===== config.mk =====
export PLATFORM = sky130hd
export DESIGN_NAME = frame_gearbox
export DESIGN_NICKNAME = d
export VERILOG_FILES = /design/src/rtl/frame_gearbox_pkg.sv /design/src/rtl/sat_counter16.sv /design/src/rtl/frame_gearbox.sv
export SDC_FILE = /design/constraint.sdc
export NUM_CORES = 1
export LEC_CHECK = 0
export CAP_MARGIN = 20
export CORE_MARGIN = 2
export CORE_UTILIZATION = 50
export DETAILED_ROUTE_END_ITERATION = 7
export DONT_BUFFER_PORTS = 1
export SYNTH_ARGS = -nofsm -noshare
export SYNTH_HDL_FRONTEND = slang
export SYNTH_SLANG_ARGS = --single-unit

===== constraint.sdc =====
create_clock -name clk -period 6 [get_ports clk]
set_input_delay 0.3 -clock clk [delete_from_list [all_inputs] [get_ports clk]]
set_output_delay 0.3 -clock clk [all_outputs]
set_load 0.1 [all_outputs]

===== src/rtl/frame_gearbox_pkg.sv =====
// Shared readout definitions for the frame gearbox and the downstream scrambler.
// Contents: frame/buffer widths, the filler frame pattern, the dataWidth
// encodings and a helper that maps an encoding to its word width in bits.
package frame_gearbox_pkg;

   localparam int unsigned FRAME_WIDTH = 40;
   localparam int unsigned BUF_WIDTH   = 72;

   localparam logic [FRAME_WIDTH-1:0] FILLER_FRAME = 40'h3C5C000000;

   // dataWidth encodings; 2'b11 is an alias for 32 bits.
   typedef enum logic [1:0] {
      DwBits8     = 2'b00,
      DwBits16    = 2'b01,
      DwBits32    = 2'b10,
      DwBits32Alt = 2'b11
   } data_width_e;

   localparam logic [1:0] DW_RESET = 2'b10;

   function automatic logic [6:0] width_of(input logic [1:0] enc);
      logic [6:0] w;
      case (enc)
         DwBits8:  w = 7'd8;
         DwBits16: w = 7'd16;
         default:  w = 7'd32;
      endcase
      return w;
   endfunction

endpackage


===== src/rtl/sat_counter16.sv =====
// 16-bit saturating event counter.
// Ports:
//   clk_i   - clock
//   rst_ni  - asynchronous active-low reset, clears the count
//   inc_i   - count one event this cycle
//   count_o - registered count, sticks at 16'hFFFF
module sat_counter16 (
   input  logic        clk_i,
   input  logic        rst_ni,
   input  logic        inc_i,
   output logic [15:0] count_o
);

   logic [15:0] count_q, count_d;

   always_comb begin
      count_d = count_q;
      if (inc_i && (count_q != 16'hFFFF)) begin
         count_d = count_q + 16'd1;
      end
   end

   always_ff @(posedge clk_i or negedge rst_ni) begin
      if (!rst_ni) begin
         count_q <= 16'h0000;
      end else begin
         count_q <= count_d;
      end
   end

   assign count_o = count_q;

endmodule


===== src/rtl/frame_gearbox.sv =====
// Frame gearbox: serialises 40-bit ETROC2 frames (bit 0 first) into 8/16/32-bit
// words for the scrambler, inserting a filler frame whenever a frame is needed
// and none is offered.
// Ports:
//   clk        - word-rate clock
//   reset      - asynchronous active-low reset
//   dataWidth  - output word width select (00=8, 01=16, 1x=32)
//   frameIn    - frame to send, bit 0 first
//   frameValid - frameIn holds a frame
//   frameReady - a frame (or filler) is consumed this cycle
//   dout       - registered output word, LSB first, zero above the word width
//   fillerCnt  - saturating count of inserted filler frames
module frame_gearbox
   import frame_gearbox_pkg::*;
(
   input  logic                   clk,
   input  logic                   reset,
   input  logic [1:0]             dataWidth,
   input  logic [FRAME_WIDTH-1:0] frameIn,
   input  logic                   frameValid,
   output logic                   frameReady,
   output logic [31:0]            dout,
   output logic [15:0]            fillerCnt
);

   logic [BUF_WIDTH-1:0]   buf_q, buf_d, appended;
   logic [6:0]             cnt_q, cnt_d;
   logic [1:0]             w_reg_q;
   logic [31:0]            dout_q, dout_d;
   logic [6:0]             w;
   logic                   need, flush, consume, filler_ins;
   logic [FRAME_WIDTH-1:0] src;

   always_comb begin
      w        = width_of(w_reg_q);
      flush    = (dataWidth != w_reg_q);
      need     = (cnt_q < w);
      // Nothing is consumed while reset is held, so the upstream sees no handshake.
      consume  = need & ~flush & reset;
      src      = frameValid ? frameIn : FILLER_FRAME;
      appended = buf_q;
      if (consume) begin
         // cnt_q < 32 here, so the new frame always fits in the 72-bit buffer.
         appended = buf_q | ({{(BUF_WIDTH - FRAME_WIDTH){1'b0}}, src} << cnt_q);
      end

      case (w_reg_q)
         DwBits8:  dout_d = {24'h0, appended[7:0]};
         DwBits16: dout_d = {16'h0, appended[15:0]};
         default:  dout_d = appended[31:0];
      endcase
      buf_d = appended >> w;
      cnt_d = cnt_q + (consume ? 7'(FRAME_WIDTH) : 7'd0) - w;

      // A width change discards everything buffered and emits one zero word.
      if (flush) begin
         buf_d  = '0;
         cnt_d  = 7'd0;
         dout_d = 32'h0;
      end
      filler_ins = consume & ~frameValid;
   end

   always_ff @(posedge clk or negedge reset) begin
      if (!reset) begin
         buf_q   <= '0;
         cnt_q   <= 7'd0;
         dout_q  <= 32'h0;
         w_reg_q <= DW_RESET;
      end else begin
         buf_q   <= buf_d;
         cnt_q   <= cnt_d;
         dout_q  <= dout_d;
         w_reg_q <= dataWidth;
      end
   end

   sat_counter16 u_filler_cnt (
      .clk_i   (clk),
      .rst_ni  (reset),
      .inc_i   (filler_ins),
      .count_o (fillerCnt)
   );

   assign frameReady = consume;
   assign dout       = dout_q;

endmodule


==> impl_metrics.yaml <==
critical_path:
  reg2reg_to: "cnt_q[6]$_DFF_PN0_"
  rr_worst_depth: 13
  cp-end-kind: "flop"
  max_stage_delay_ns: 0.51
  r2r_start: "w_reg_q[0]$_DFF_PN0_"
  path_max_fanout: 16
  critPathKind: "reg -> reg"
  worst_ep_required_time_ns: 6.29
  slowest_stage: "fa_1"
  startpoint_type: "flop"
  crit_chain: "inv_1, nor2_1, inv_1, ha_1, or4_4, and2_4, nor2_8, buf_4, fa_1, ha_1, a21oi_1, xnor2_1, nor2_1"
  r2r_slack_ns: 1.92
  critPathArrivalTime_ns: 4.36
finish:
  seq_area_sq_um: 3180
  final_cell_mix: "124 x dfrtp_1, 78 x nor2_1, 66 x nand2_1"
  multiInputGateArea_sq_um: 4520
  final_util_pct: 55.6
  nFillCells: 1418
  final_common_cell: "dfrtp_1"
  fin_area_sq_um: 8800
  area_delta_synth_final_pct: 9.11
  layout.nets: 903
  drive_above_1_share_pct: 10.5
sta:
  min_period_over_period_pct: 68.0
  max_slew_margin_pct: 27.1
  rsz0062_at_grt: "false"
  maxSlewViolCount: 0
  skew_ns: 0.00970
  min_period_ns: 4.08
  fmax_mhz: 245
  final.setup.tns_ns: 0
  worst_pin_slew_ns: 1.09
  setup_viol_count_final: 0
  hold_viol: 0
floorplan:
  start_util_pct: 51.0
  pin_count: 94
  chipHeight_um: 131
  die_area_sq_um: 17200
  rows: 46
  die_x_um: 131
  coreArea_sq_um: 15800
drt:
  drtPass1Iterations: 6
  route.detailed.drc: 0
  drt_iter0_markers: 1352
  vias: 7600
  final_antenna_net_count: 0
  routedWlPerCell_um: 28.2
  avgViaCountPerCell: 7.04
  routed_wl_um: 30400
clocking:
  htreeDepth: 4
  root_buffer: "clkbuf_16"
  cts_resized: 0
  clock_sinks: 127
  cts_tree: "built"
  path_clk_slew_ns: 0.07
  clock_latency_ns: 0.43
  cts_buffers: 17
  post_cts_buffers: 0
  ctsLongestPathBuffers: 2
place:
  gp_congestion: 0.999
  placed_cell_area_sq_um: 8140
  port_buffers: 0
  dpl.hpwl_um: 21300
synth:
  synth_edf_count: 0
  async_reset_ff_share_pct: 100
  synth.distinct_cells: 91
  ys_warn_count: 0
  ys_ff_latch: 127
  avgSynthCellArea_sq_um: 9.23
  synth_seq_area_share_pct: 39.4
  synthCells: 874
  dominantRegCellSynth: "dfrtp_1"
  syn_area_sq_um: 8070
min_path:
  hold_depth: 2
  worstHoldEndpoint: "dout[3]$_DFF_PN0_"
  min_from: "frameIn[3]"
  hold_class: "in -> reg"
grt:
  grt_util_all_layers_pct: 36.0
  grt_pass1_vias: 7050
  antenna_found_initial: 1
  grt_overflow: 0
  grt_max_degree: 128
  grt_pass1_wl_um: 44800
power:
  power_w: 0.00280
  p_per_area_nw_per_um2: 318
  irDropWorstVdd_v: 0.000198
  leakagePower_nw: 3.50
job:
  drv_cap: 0
outcome:
  outcome: "finished clean"
layout make-up:
cell class,count,share of cell area (%)
sequential,127,36.2
clock buffer,18,4.99
inverter,23,1.01
antenna,2,0.0569
clock inverter,14,1.65
multi-input combinational,663,51.4
timing repair buffer,16,1.72
tap,216,3.07
kinds of logic (layout without fill, tap and decap cells):
family | after synthesis | count (layout) | synth area share [%]
flip-flops | 127 | 127 | 39.4
adder cells (fa/ha/maj) | 10 | 10 | 1.74
buffers and inverters | 91 | 71 | 4.89
multiplexers | 56 | 56 | 8.19
AO/OA/AOI/OAI | 277 | 277 | 25.0
other | 1 | 10 | 0.0465
XOR/XNOR | 20 | 20 | 2.17
AND/OR/NAND/NOR | 292 | 292 | 18.6
state kept, by name (all words and copies together) (netlist names):
register / cells
buf_q: 72
cnt_q: 5
dout: 32
u_filler_cnt.count_o: 16
w_reg_q: 2
worst max-delay path: cells and delay by family, from the launching register on:
kind	cells	cell delay, ns
adder cells (fa/ha/maj)	3	1.10
buffers and inverters	3	0.88
AND/OR/NAND/NOR	5	1.28
flip-flops	1	0.34
AO/OA/AOI/OAI	1	0.17
XOR/XNOR	1	0.14
per-stage QoR:
stage	worst slack (ns)	cells	hold slack [ns]
CTS	1.98	1076	0.0414
finish	1.92	1079	0.0539
global placement	2.06	1040	0.00845
global route	1.76	1078	0.0586
floorplan	2.08	881	0.00441
detailed placement	2.00	1040	0.00821
where the power goes:
part / leakage [nW] / switching, W / internal (W) / total (W)
Clock: 0.279 / 0.000446 / 0.000596 / 0.00104
Sequential: 1.73 / 0.000143 / 0.000892 / 0.00103
Combinational: 1.49 / 0.000505 / 0.000219 / 0.000725
Total: 3.50 / 0.00109 / 0.00171 / 0.00280
repair_timing:
action                                 in CTS  in global routing
hold buffers                                4                  0
setup endpoints to repair                   0                  0
endpoints found under the hold margin     129                  0
cell usage after synthesis (all sizes together) (13+ instances only):
library cell  instances  area (sq um)
o221ai               17           149
xnor2                16           140
o21ai                42           210
a211oi               13          97.6
nor3                 27           140
inv                  21          81.3
nor2                 79           313
dfrtp               126          3150
nand3                23           115
a21oi                52           260
a31oi                21           131
o22ai                16           100
mux2i                39           390
buf                  25           138
nand2                66           248
and2                 15          96.4
clkbuf               42           158
nand2b               14          87.6
worst max-delay path by stage:
stage                              start                  to
floorplan           w_reg_q[0]$_DFF_PN0_  cnt_q[6]$_DFF_PN0_
global placement    w_reg_q[0]$_DFF_PN0_  cnt_q[6]$_DFF_PN0_
detailed placement  w_reg_q[0]$_DFF_PN0_  cnt_q[6]$_DFF_PN0_
CTS                 w_reg_q[0]$_DFF_PN0_  cnt_q[6]$_DFF_PN0_
global route        w_reg_q[0]$_DFF_PN0_  cnt_q[6]$_DFF_PN0_
finish              w_reg_q[0]$_DFF_PN0_  cnt_q[6]$_DFF_PN0_
layer usage:
metal	vias to the layer above	share of wire, %	GRT usage [%]
li1	3240	-	-
met1	3709	42	53.4
met2	594	42	49.3
met3	57	15	14.0
met4	0	1.5	8.51
met5	-	0	0
Power figures use the tool's default switching activity.
